`src/rtl/axi_io_pmp_pkg.sv`:
```
// Shared types and constants for the IO-PMP AXI error slave.
// Holds the write-path FSM state type, default error response/data constants,
// the read-FIFO entry record, and default AXI channel/request/response structs
// built from the default widths (ID 8, addr 32, data 32, user 1).
package axi_io_pmp_pkg;

  localparam int unsigned AxiIdWidth   = 8;
  localparam int unsigned AxiAddrWidth = 32;
  localparam int unsigned AxiDataWidth = 32;
  localparam int unsigned AxiUserWidth = 1;

  localparam logic [1:0]  ERR_RESP  = 2'b10;  // SLVERR
  localparam logic [31:0] ERR_RDATA = 32'hBADCAB1E;

  typedef enum logic [1:0] {W_IDLE, W_DATA, W_RESP} w_state_e;

  // One outstanding read burst: ID to echo and the beat count minus one.
  typedef struct packed {
    logic [AxiIdWidth-1:0] id;
    logic [7:0]            len;
  } rd_entry_t;

  typedef struct packed {
    logic [AxiIdWidth-1:0]   id;
    logic [AxiAddrWidth-1:0] addr;
    logic [7:0]              len;
    logic [5:0]              atop;
  } aw_chan_t;

  typedef struct packed {
    logic [AxiDataWidth-1:0]   data;
    logic [AxiDataWidth/8-1:0] strb;
    logic                      last;
  } w_chan_t;

  typedef struct packed {
    logic [AxiIdWidth-1:0]   id;
    logic [AxiAddrWidth-1:0] addr;
    logic [7:0]              len;
  } ar_chan_t;

  typedef struct packed {
    logic [AxiIdWidth-1:0]   id;
    logic [1:0]              resp;
    logic [AxiUserWidth-1:0] user;
  } b_chan_t;

  typedef struct packed {
    logic [AxiIdWidth-1:0]   id;
    logic [AxiDataWidth-1:0] data;
    logic [1:0]              resp;
    logic                    last;
    logic [AxiUserWidth-1:0] user;
  } r_chan_t;

  typedef struct packed {
    logic     aw_valid;
    aw_chan_t aw;
    logic     w_valid;
    w_chan_t  w;
    logic     b_ready;
    logic     ar_valid;
    ar_chan_t ar;
    logic     r_ready;
  } axi_req_t;

  typedef struct packed {
    logic    aw_ready;
    logic    ar_ready;
    logic    w_ready;
    logic    b_valid;
    b_chan_t b;
    logic    r_valid;
    r_chan_t r;
  } axi_resp_t;

endpackage

```
`src/rtl/axi_io_pmp_err_slv_fifo.sv`:
```
// Synchronous FIFO (fifo_v3 style, fall-through off) used for the write-ID
// and read-ID/len queues of the error slave.
// Ports: clk_i/rst_ni clock and async active-low reset; testmode_i reserved
// for clock gating (no functional effect); push_i/data_i enqueue (ignored
// when full); pop_i/data_o dequeue head (ignored when empty); full_o/empty_o.
module axi_io_pmp_err_slv_fifo #(
  parameter int unsigned Depth = 4,
  parameter type         dtype = logic
) (
  input  logic clk_i,
  input  logic rst_ni,
  input  logic testmode_i,
  output logic full_o,
  output logic empty_o,
  input  dtype data_i,
  input  logic push_i,
  output dtype data_o,
  input  logic pop_i
);

  localparam int unsigned PtrW = (Depth > 1) ? $clog2(Depth) : 1;
  localparam int unsigned CntW = $clog2(Depth + 1);

  dtype            mem_q [Depth];
  logic [PtrW-1:0] wr_ptr_q, wr_ptr_d, rd_ptr_q, rd_ptr_d;
  logic [CntW-1:0] cnt_q, cnt_d;
  logic            push, pop;
  logic            unused_testmode;

  assign unused_testmode = testmode_i;

  function automatic logic [PtrW-1:0] ptr_inc(input logic [PtrW-1:0] p);
    return (p == PtrW'(Depth - 1)) ? '0 : p + PtrW'(1);
  endfunction

  assign full_o  = (cnt_q == CntW'(Depth));
  assign empty_o = (cnt_q == '0);
  // A pop never frees a slot for a push in the same cycle.
  assign push    = push_i && !full_o;
  assign pop     = pop_i && !empty_o;
  assign data_o  = mem_q[rd_ptr_q];

  always_comb begin
    wr_ptr_d = push ? ptr_inc(wr_ptr_q) : wr_ptr_q;
    rd_ptr_d = pop ? ptr_inc(rd_ptr_q) : rd_ptr_q;
    cnt_d    = cnt_q;
    if (push && !pop) begin
      cnt_d = cnt_q + CntW'(1);
    end else if (pop && !push) begin
      cnt_d = cnt_q - CntW'(1);
    end
  end

  always_ff @(posedge clk_i or negedge rst_ni) begin
    if (!rst_ni) begin
      wr_ptr_q <= '0;
      rd_ptr_q <= '0;
      cnt_q    <= '0;
    end else begin
      wr_ptr_q <= wr_ptr_d;
      rd_ptr_q <= rd_ptr_d;
      cnt_q    <= cnt_d;
    end
  end

  always_ff @(posedge clk_i) begin
    if (push) begin
      mem_q[wr_ptr_q] <= data_i;
    end
  end

endmodule

```
`src/rtl/axi_io_pmp_err_slv.sv`:
```
// AXI4 error slave on the IO-PMP deny branch: accepts every AW/W/AR burst and
// answers with an error response (Resp) in acceptance order per direction.
// Ports: clk_i, rst_ni (async active-low), test_i (FIFO test mode),
// slv_req_i (AXI request), slv_resp_o (AXI response).
// Build option: AXI_IO_PMP_ERR_ATOP_EN -- an AW with atop[5] set also queues
// an R burst so atomics receive both B and R.
module axi_io_pmp_err_slv
  import axi_io_pmp_pkg::*;
#(
  parameter int unsigned IdWidth   = 8,
  parameter int unsigned DataWidth = 32,
  parameter int unsigned UserWidth = 1,
  parameter int unsigned MaxTxn    = 4,
  parameter logic [1:0]  Resp      = ERR_RESP,
  parameter logic [63:0] RData     = 64'(ERR_RDATA),
  parameter type         req_t     = axi_req_t,
  parameter type         resp_t    = axi_resp_t
) (
  input  logic  clk_i,
  input  logic  rst_ni,
  input  logic  test_i,
  input  req_t  slv_req_i,
  output resp_t slv_resp_o
);

  w_state_e           w_state_q, w_state_d;
  logic [7:0]         cnt_q, cnt_d;
  logic               wfifo_full, wfifo_empty, wfifo_push, wfifo_pop;
  logic [IdWidth-1:0] wfifo_head;
  logic               rfifo_full, rfifo_empty, rfifo_push, rfifo_pop;
  rd_entry_t          rfifo_din, rfifo_head;
  logic               aw_ready, ar_ready, aw_hs, ar_hs;
  logic               w_ready, b_valid, r_hs, r_last;
  logic               unused_req;

  // Address, data, strobes (and atop when atomics are off) are don't-care.
  assign unused_req = ^slv_req_i;

`ifdef AXI_IO_PMP_ERR_ATOP_EN
  logic aw_atop;
  assign aw_atop  = slv_req_i.aw_valid && slv_req_i.aw.atop[5];
  assign aw_ready = !wfifo_full && !rfifo_full;
  // An atomic AW owns the read-FIFO push port this cycle, so AR waits.
  assign ar_ready = !rfifo_full && !aw_atop;
`else
  assign aw_ready = !wfifo_full;
  assign ar_ready = !rfifo_full;
`endif

  assign aw_hs      = slv_req_i.aw_valid && aw_ready;
  assign ar_hs      = slv_req_i.ar_valid && ar_ready;
  assign wfifo_push = aw_hs;

  always_comb begin
    rfifo_din.id  = slv_req_i.ar.id;
    rfifo_din.len = slv_req_i.ar.len;
    rfifo_push    = ar_hs;
`ifdef AXI_IO_PMP_ERR_ATOP_EN
    if (aw_hs && slv_req_i.aw.atop[5]) begin
      rfifo_din.id  = slv_req_i.aw.id;
      rfifo_din.len = slv_req_i.aw.len;
      rfifo_push    = 1'b1;
    end
`endif
  end

  axi_io_pmp_err_slv_fifo #(
    .Depth (MaxTxn),
    .dtype (logic [IdWidth-1:0])
  ) u_wfifo (
    .clk_i      (clk_i),
    .rst_ni     (rst_ni),
    .testmode_i (test_i),
    .full_o     (wfifo_full),
    .empty_o    (wfifo_empty),
    .data_i     (slv_req_i.aw.id),
    .push_i     (wfifo_push),
    .data_o     (wfifo_head),
    .pop_i      (wfifo_pop)
  );

  axi_io_pmp_err_slv_fifo #(
    .Depth (MaxTxn),
    .dtype (rd_entry_t)
  ) u_rfifo (
    .clk_i      (clk_i),
    .rst_ni     (rst_ni),
    .testmode_i (test_i),
    .full_o     (rfifo_full),
    .empty_o    (rfifo_empty),
    .data_i     (rfifo_din),
    .push_i     (rfifo_push),
    .data_o     (rfifo_head),
    .pop_i      (rfifo_pop)
  );

  // Write path: sink the W burst of the head AW, then return its B.
  always_comb begin
    w_state_d = w_state_q;
    w_ready   = 1'b0;
    b_valid   = 1'b0;
    wfifo_pop = 1'b0;
    unique case (w_state_q)
      W_IDLE: begin
        if (!wfifo_empty) begin
          w_state_d = W_DATA;
        end
      end
      W_DATA: begin
        w_ready = 1'b1;
        if (slv_req_i.w_valid && slv_req_i.w.last) begin
          w_state_d = W_RESP;
        end
      end
      W_RESP: begin
        b_valid = 1'b1;
        if (slv_req_i.b_ready) begin
          wfifo_pop = 1'b1;
          w_state_d = W_IDLE;
        end
      end
      default: w_state_d = W_IDLE;
    endcase
  end

  // Read path: stream len+1 beats for the head entry.
  assign r_last    = (cnt_q == rfifo_head.len);
  assign r_hs      = !rfifo_empty && slv_req_i.r_ready;
  assign rfifo_pop = r_hs && r_last;
  assign cnt_d     = !r_hs ? cnt_q : (r_last ? 8'd0 : cnt_q + 8'd1);

  always_ff @(posedge clk_i or negedge rst_ni) begin
    if (!rst_ni) begin
      w_state_q <= W_IDLE;
      cnt_q     <= 8'd0;
    end else begin
      w_state_q <= w_state_d;
      cnt_q     <= cnt_d;
    end
  end

  always_comb begin
    slv_resp_o          = '0;
    slv_resp_o.aw_ready = aw_ready;
    slv_resp_o.ar_ready = ar_ready;
    slv_resp_o.w_ready  = w_ready;
    slv_resp_o.b_valid  = b_valid;
    slv_resp_o.b.id     = wfifo_head;
    slv_resp_o.b.resp   = Resp;
    slv_resp_o.b.user   = UserWidth'(0);
    slv_resp_o.r_valid  = !rfifo_empty;
    slv_resp_o.r.id     = rfifo_head.id;
    slv_resp_o.r.data   = DataWidth'(RData);
    slv_resp_o.r.resp   = Resp;
    slv_resp_o.r.last   = r_last;
    slv_resp_o.r.user   = UserWidth'(0);
  end

endmodule

```
`config.mk`:
```
export PLATFORM = sky130hd
export DESIGN_NAME = axi_io_pmp_err_slv
export DESIGN_NICKNAME = d
export VERILOG_FILES = /design/src/rtl/axi_io_pmp_pkg.sv /design/src/rtl/axi_io_pmp_err_slv_fifo.sv /design/src/rtl/axi_io_pmp_err_slv.sv
export SDC_FILE = /design/constraint.sdc
export NUM_CORES = 1
export LEC_CHECK = 0
export BUFFER_PORTS_ARGS = -buffer_cell sky130_fd_sc_hd__buf_2
export CORE_ASPECT_RATIO = 0.75
export CORE_MARGIN = 2
export CORE_UTILIZATION = 44
export DETAILED_ROUTE_END_ITERATION = 10
export PLACE_DENSITY = 0.79
export RECOVER_POWER = 100
export SETUP_SLACK_MARGIN = 0.05
export SKIP_LAST_GASP = 1
export SLEW_MARGIN = 20
export SYNTH_ARGS = -nofsm -noshare
export SYNTH_HDL_FRONTEND = slang
export SYNTH_SLANG_ARGS = --single-unit
```
`constraint.sdc`:
```
create_clock -name clk_i -period 3 [get_ports clk_i]
set_input_delay 0.15 -clock clk_i [delete_from_list [all_inputs] [get_ports clk_i]]
set_output_delay 0.15 -clock clk_i [all_outputs]
set_load 0.02 [all_outputs]
```
==> results of run 1 <==
-- cells by family after synthesis --
logic type / share of synthesized area (%)
fa+ha+maj: 3.892
compound gates: 1.177
simple gates: 5.189
mux: 11.82
flops: 66.87
xor+xnor: 3.363
other cells: 0.1442
buf+inv: 7.543
-- repair_timing --
item | 4_1_cts | 5_1_grt
hold buffers | 27 | 0
pin swaps | 1 | 4
buffers inserted | 3 | 6
setup endpoints to repair | 1 | 2
cloned | 0 | 0
gates resized for setup | 2 | 6
endpoints found under the hold margin | 121 | 0
-- report_power, final --
part           total [mW]  leakage, nW  internal [mW]  switching (mW)
sequential           2.49         1.17           2.22           0.265
combinational        1.56        0.972          0.720           0.840
clock                2.19        0.309           1.48           0.714
-- worst paths after layout --
check                                         start                   to  cells after the start
min in group asynchronous                    rst_ni         w_state_q[1]                      2
worst max register to register  u_rfifo.rd_ptr_q[0]     u_rfifo.cnt_q[1]                     10
worst max-delay path            u_rfifo.rd_ptr_q[0]     u_rfifo.cnt_q[1]                     10
worst min register to register     u_wfifo.cnt_q[2]     u_wfifo.cnt_q[2]                      1
max in group asynchronous                    rst_ni  u_rfifo.rd_ptr_q[0]                      2
worst min-delay path                  slv_req_i[51]         w_state_q[1]                      2
-- per-layer routing --
| metal | global-route usage, % | vias to the layer above |
|---|---|---|
| li1 | - | 1273 |
| met1 | 19.04 | 1370 |
| met2 | 25.49 | 90 |
| met3 | 4.822 | 2 |
| met4 | 4.715 | 0 |
| met5 | 0 | - |
-- cell type report --
type | count | area [um2]
Tap cell | 162 | 202.7
Clock inverter | 14 | 221.5
Multi-Input combinational cell | 166 | 1489
Fill cell | 885 | 5079
Inverter | 10 | 37.54
Clock buffer | 18 | 429.2
Sequential cell | 120 | 3486
Timing Repair Buffer | 95 | 626.9
-- flip-flops by register name, indices dropped and copies added, names as in the netlist --
register,flops
u_wfifo.cnt_q,3
u_rfifo.cnt_q,3
u_wfifo.mem_q,32
u_rfifo.mem_q,64
cnt_q,8
u_rfifo.rd_ptr_q,2
w_state_q,2
u_rfifo.wr_ptr_q,2
u_wfifo.wr_ptr_q,2
u_wfifo.rd_ptr_q,2
-- synthesized netlist by cell type, drive strengths merged (2+ instances only) --
master,n
and2,3
and3,9
buf,48
conb,2
dfrtp,24
edfxtp,96
fa,2
ha,13
inv,10
mux2,6
mux4,24
nand2,13
nand3,2
nand4,2
nor2,16
nor2b,2
nor3,3
o21ai,7
or3,2
xnor2,14
xor2,6
-- metrics by stage --
step	std cells	setup TNS (ns)	hold slack, ns
after floorplan	345	0	-0.1456
after global placement	517	0	0.1805
after detailed placement	517	0	0.1842
after CTS	579	0	0.02520
after global routing	585	-0.05731	0.05041
final	585	0	0.04134
==> flow_metrics.py, run 1 <==
metrics = {
    "outcome": {
        "status": "completed",
    },
    "synth": {
        "synth.ff_latch_count": 120,
        "syn-cell-area_um2": 5209,
        "async_flop_share_pct": 20.00,
        "synth_area_per_cell_um2": 16.86,
        "post-synth-top-area-fraction_pct": 55.34,
        "synth_edf_count": 96,
        "syn_inst": 309,
        "ys_top_cells_by_area": "edfxtp_1 55%, dfrtp_1 12%, mux4_2 10%",
        "ys_seq_area_share_pct": 66.87,
        "yosys_warnings": 0,
        "synthFlopType": "edfxtp_1",
        "synth_top_area_cell": "edfxtp_1",
        "synth_cell_types": 33,
    },
    "sta": {
        "grt_setup_unrepaired": "true",
        "timing.final.hold_violations": 0,
        "fin_crit_ns": 2.919,
        "setup_viol": 0,
        "fin_crit_sh_pct": 97.28,
        "finalWorstSetupSlack_ns": 0.08148,
        "fmax_mhz": 342.6,
        "drv_slew": 0,
        "worstMarginPinSlew_ns": 1.388,
        "relSlewSlack_pct": 7.455,
        "fin_skew_ns": 0.007411,
    },
    "grt": {
        "antenna_found_initial": 0,
        "grt_start_max_net_pins": 25,
        "first_global_vias": 2876,
        "grt_pass1_wl_mm": 14.39,
        "overflow": 0,
        "track_usage_pct": 15.24,
    },
    "route": {
        "drc": 0,
        "wire_per_inst_um": 15.52,
        "drt_first_pass_iters": 4,
        "met1_length_mm": 3.941,
        "totalWireLength_mm": 9.078,
        "topRoutingLayerUsed": "met4",
        "vias_per_cell": 4.675,
        "route.met3.wl_um": 431,
        "drt_first_iter_violations": 225,
        "final_antenna_net_count": 0,
        "wl_met2_mm": 4.655,
        "vias": 2735,
    },
    "die": {
        "start_util_pct": 45.02,
        "dieArea_um2": 12730,
        "core_um2": 11570,
        "rows": 34,
        "io_pins": 207,
        "fp.dieW_um": 129.6,
        "die-height_um": 98.23,
    },
    "placed_design": {
        "placed_cell_area_um2": 5514,
        "port_buffers": 53,
        "pre_cts_ws_ns": 0.02064,
        "place_congestion": 0.7339,
        "dp_hpwl_mm": 5.887,
    },
    "worst_hold_path": {
        "hold_class": "primary input to flip-flop",
    },
    "power": {
        "ir_drop_uv": 467.5,
        "p_leak_nw": 2.454,
        "power_mw": 6.242,
        "power.density_nw_per_um2": 961.5,
    },
    "setup_path": {
        "timing.critical_path.slowest_stage_cell": "mux4_2",
        "r2r_slack_ns": 0.08,
        "critPathMaxFanout": 5,
        "crit_chain": "buf_6 > mux4_2 > xnor2_2 > nand4_1 > nor3_4 > inv_1 > ha_2 > inv_2 > fa_1 > mux2_4",
        "crit_type": "flip-flop to flip-flop",
        "cp-start-kind": "flip-flop",
        "end_kind": "flip-flop",
        "max_stage_delay_ns": 0.54,
        "critPathBufInv": 3,
        "crit_required_ns": 3.28,
        "crit_family": "multiplexers",
        "arrival_ns": 3.20,
    },
    "final_layout": {
        "utilization_pct": 56.11,
        "syn_to_final_growth_pct": 24.65,
        "fin_area_um2": 6492,
        "final_cell_mix": "96 x edfxtp_1, 38 x conb_1, 31 x clkbuf_1",
        "final_common_cell": "edfxtp_1",
        "drive_gt1_share_pct": 25.06,
        "finalNetCount": 572,
        "diodes": 0,
    },
    "clock_network": {
        "cts.sinks": 120,
        "cts.path.max_buffers": 2,
        "clk_pin_slew_ns": 0.05,
        "cts_tree": "yes",
        "htree_num_levels": 4,
        "cts_made_buffers": 17,
        "clk_latency_ns": 0.40,
        "cts-root-buf": "clkbuf_16",
    },
    "flow_run": {
        "maxCapViolCount": 0,
    },
}
(Power assumes the default switching activity.)
==> inputs of run 2 (changes only) <==
- ABC_AREA: default -> 1
- CORE_UTILIZATION: 44 -> 45
- clock period: 3 -> 2.5 ns (I/O delays scaled with it)
==> run 2 against run 1 <==
  * Utilization increased by 2.5 points
  * Combinational power rose by 78%
  * Largest power group unchanged
  * Area after synthesis increased by 5.8%
  * Critical endpoint unchanged
  * Via count is 42% higher
  * Count of clock-buffer cells in the layout is the same
  * Critical path type unchanged
  * Clock skew fell by 0.0019 ns
  * Clock power up 13%
==> flow_metrics.py, run 2 <==
metrics = {
    "final_layout": {
        "filler_cell_count": 892,
        "final_common_cell": "edfxtp_1",
        "final_cell_mix": "96 x edfxtp_1, 78 x nand2_1, 48 x nor2_1",
        "multi_input_area_um2": 1647,
        "largest-register": "u_rfifo.mem_q",
        "drive_gt1_share_pct": 17.80,
        "largest_reg_flops": 64,
        "top_regs": "u_rfifo.mem_q (64), u_wfifo.mem_q (32), cnt_q (8)",
        "syn_to_final_growth_pct": 25.27,
        "diodes": 0,
        "regArea_um2": 3487,
        "finalNetCount": 767,
    },
    "setup_path": {
        "arrival_ns": 2.75,
        "reg2reg_to": "u_rfifo.cnt_q[1]",
        "reg2reg_from": "u_rfifo.rd_ptr_q[0]",
        "crit_family": "simple AND/OR/NAND/NOR gates",
        "max_stage_delay_ns": 0.58,
        "critPathMaxFanout": 7,
        "crit_required_ns": 2.79,
        "crit_type": "flip-flop to flip-flop",
        "worstSetupEndpoint": "u_rfifo.cnt_q[1]",
        "cp-start-kind": "flip-flop",
        "crit_top_cell": "nand2_1",
        "crit_cells": 14,
        "timing.critical_path.slowest_stage_cell": "dfrtp_4",
        "r2r_slack_ns": 0.04,
        "critPathBufInv": 2,
        "r2r_cells": 14,
        "crit_start": "u_rfifo.rd_ptr_q[0]",
        "end_kind": "flip-flop",
        "crit_chain": "buf_6 > nand2_2 > nand3_2 > nand2_1 > nand2_1 > nand2_1 > nand3_2 > nor2_4 > nand3_4 > ha_4 > inv_4 > fa_2 > nor2_1 > a21oi_1",
    },
    "worst_hold_path": {
        "hold_class": "primary input to flip-flop",
    },
    "power": {
        "power.density_nw_per_um2": 1194,
        "ir_drop_uv": 696.6,
        "p_leak_nw": 2.851,
        "power_mw": 8.245,
    },
    "die": {
        "die-height_um": 99.85,
        "rows": 34,
        "io_pins": 207,
        "start_util_pct": 46.77,
        "fp.dieW_um": 131.8,
        "dieArea_um2": 13160,
        "core_um2": 11780,
    },
    "route": {
        "drt_first_iter_violations": 384,
        "final_antenna_net_count": 0,
        "wire_per_inst_um": 15.31,
        "drc": 0,
        "totalWireLength_mm": 11.94,
        "drt_first_pass_iters": 6,
        "vias_per_cell": 4.978,
        "vias": 3883,
    },
    "grt": {
        "track_usage_pct": 17.85,
        "overflow": 0,
        "first_global_vias": 3881,
        "grt_start_max_net_pins": 26,
        "antenna_found_initial": 0,
        "grt_pass1_wl_mm": 18.23,
    },
    "clock_network": {
        "clk_latency_ns": 0.41,
        "cts.path.max_buffers": 2,
        "cts_made_buffers": 17,
        "cts-root-buf": "clkbuf_16",
        "clk_pin_slew_ns": 0.06,
        "cts.sinks": 120,
        "htree_num_levels": 4,
        "cts_tree": "yes",
    },
    "synth": {
        "yosysMostFrequentCell": "edfxtp_1",
        "synth_area_per_cell_um2": 11.11,
        "ys_top_cells_by_area": "edfxtp_1 52%, dfrtp_1 11%, buf_4 6.0%",
        "synth.ff_latch_count": 120,
        "async_flop_share_pct": 20.00,
        "synth_top_area_cell": "edfxtp_1",
        "synth_edf_count": 96,
        "synthFlopType": "edfxtp_1",
        "ys_seq_area_share_pct": 63.20,
        "synth_cell_types": 30,
        "synth_commonest_cells": "96 x edfxtp_1, 87 x nand2_1, 48 x inv_1, 48 x nor2_1, 44 x buf_4",
        "post-synth-top-area-fraction_pct": 52.30,
        "syn_inst": 496,
        "syn-cell-area_um2": 5512,
        "yosys_warnings": 0,
    },
    "sta": {
        "fin_crit_sh_pct": 98.50,
        "drv_slew": 0,
        "fmax_mhz": 406.1,
        "timing.final.hold_violations": 0,
        "finalWorstSetupSlack_ns": 0.03762,
        "relSlewSlack_pct": 7.766,
        "setup_viol": 0,
        "fin_crit_ns": 2.462,
        "grt_setup_unrepaired": "true",
        "fin_tns_setup_ns": 0,
        "fin_skew_ns": 0.005467,
        "worstMarginPinSlew_ns": 1.384,
    },
    "placed_design": {
        "port_buffers": 53,
        "pre_cts_ws_ns": 0.09378,
        "dp_hpwl_mm": 6.922,
        "place_congestion": 0.8514,
    },
    "flow_run": {
        "maxCapViolCount": 0,
    },
    "outcome": {
        "status": "completed",
    },
}
==> run 2: cell types whose count changed after synthesis, sizes merged, moves of 24 or more <==
| cell | previous run | this run |
|---|---|---|
| nand2 | 13 | 91 |
| inv | 10 | 50 |
| o21ai | 7 | 42 |
| nor2 | 16 | 50 |
| nand3 | 2 | 34 |
| mux4 | 24 | 0 |
==> run 2: stage by stage <==
| step | area [um2] | hold WS (ns) | util [%] | instances |
|---|---|---|---|---|
| after CTS | 6725 | 0.002929 | 57.07 | 769 |
| final | 6904 | 0.01625 | 58.59 | 780 |
| after global routing | 6904 | 0.01862 | 58.59 | 780 |
| after floorplan | 5647 | -0.1706 | - | 532 |
| after detailed placement | 5834 | 0.1435 | 49.51 | 709 |
| after global placement | 5834 | 0.1401 | 49.51 | 709 |
==> run 2: kinds of logic after synthesis <==
logic type                 count (synthesis)  synth area share [%]
muxes                                      1                0.2043
adders and majority gates                 15                 3.678
AOI/OAI and AO/OA                         62                 6.039
xor gates and xnor gates                   8                 1.271
and+or+nand+nor                          182                 14.48
DFF                                      120                 63.20
buffers and inverters                    106                 10.99
other                                      2                0.1363
==> run 2: layout make-up <==
| cell class | count | share of cell area, % |
|---|---|---|
| Clock buffer | 18 | 6.216 |
| Sequential cell | 120 | 50.51 |
| Clock inverter | 14 | 2.519 |
| Timing Repair inverter | 2 | 0.3625 |
| Multi-Input combinational cell | 306 | 23.85 |
| Timing Repair Buffer | 108 | 10.67 |
| Inverter | 50 | 2.936 |
| Tap cell | 162 | 2.936 |
==> run 2: worst min path at each step <==
| stage | to | slack, ns | cells after the start | startpoint |
|---|---|---|---|---|
| CTS | w_state_q[0] | 0.003 | 4 | slv_req_i[88] |
| global placement | u_rfifo.cnt_q[2] | 0.14 | 1 | rst_ni |
| detailed placement | u_rfifo.cnt_q[2] | 0.14 | 1 | rst_ni |
| finish | w_state_q[0] | 0.02 | 4 | slv_req_i[88] |
| global route | w_state_q[0] | 0.02 | 4 | slv_req_i[88] |
| floorplan | cnt_q[0] | -0.17 | 0 | rst_ni |
==> run 2: per-layer routing <==
layer | GRT usage (%) | vias up | share of wire, % | routed length, um
met5 | 0 | - | 0 | 0
met4 | 7.860 | 0 | 1.2 | 140
met3 | 4.444 | 20 | 6.8 | 807
met2 | 30.77 | 182 | 51 | 6079
met1 | 21.64 | 1868 | 41 | 4915
li1 | - | 1813 | - | -
==> run 2: worst register-to-register path: stages, from the launching register on <==
cell and delay [ns]:
dfrtp_4 0.58, buf_6 0.17, nand2_2 0.07, nand3_2 0.08, nand2_1 0.08, nand2_1 0.05, nand2_1 0.07, nand3_2 0.11
nor2_4 0.20, nand3_4 0.12, ha_4 0.18, inv_4 0.05, fa_2 0.43, nor2_1 0.11, a21oi_1 0.06
==> run 2: where the power goes <==
group | internal [mW] | switching [mW]
sequential | 2.69 | 0.311
clock | 1.57 | 0.900
combinational | 0.985 | 1.79
==> run 2: repair_timing <==
| item | CTS | global route |
|---|---|---|
| buffers inserted | 0 | 7 |
| endpoints found under the setup margin | 1 | 4 |
| hold endpoints to repair | 122 | 0 |
| cloned | 0 | 4 |
| pin swaps | 0 | 15 |
| resized for setup | 3 | 34 |
| hold buffers | 28 | 0 |
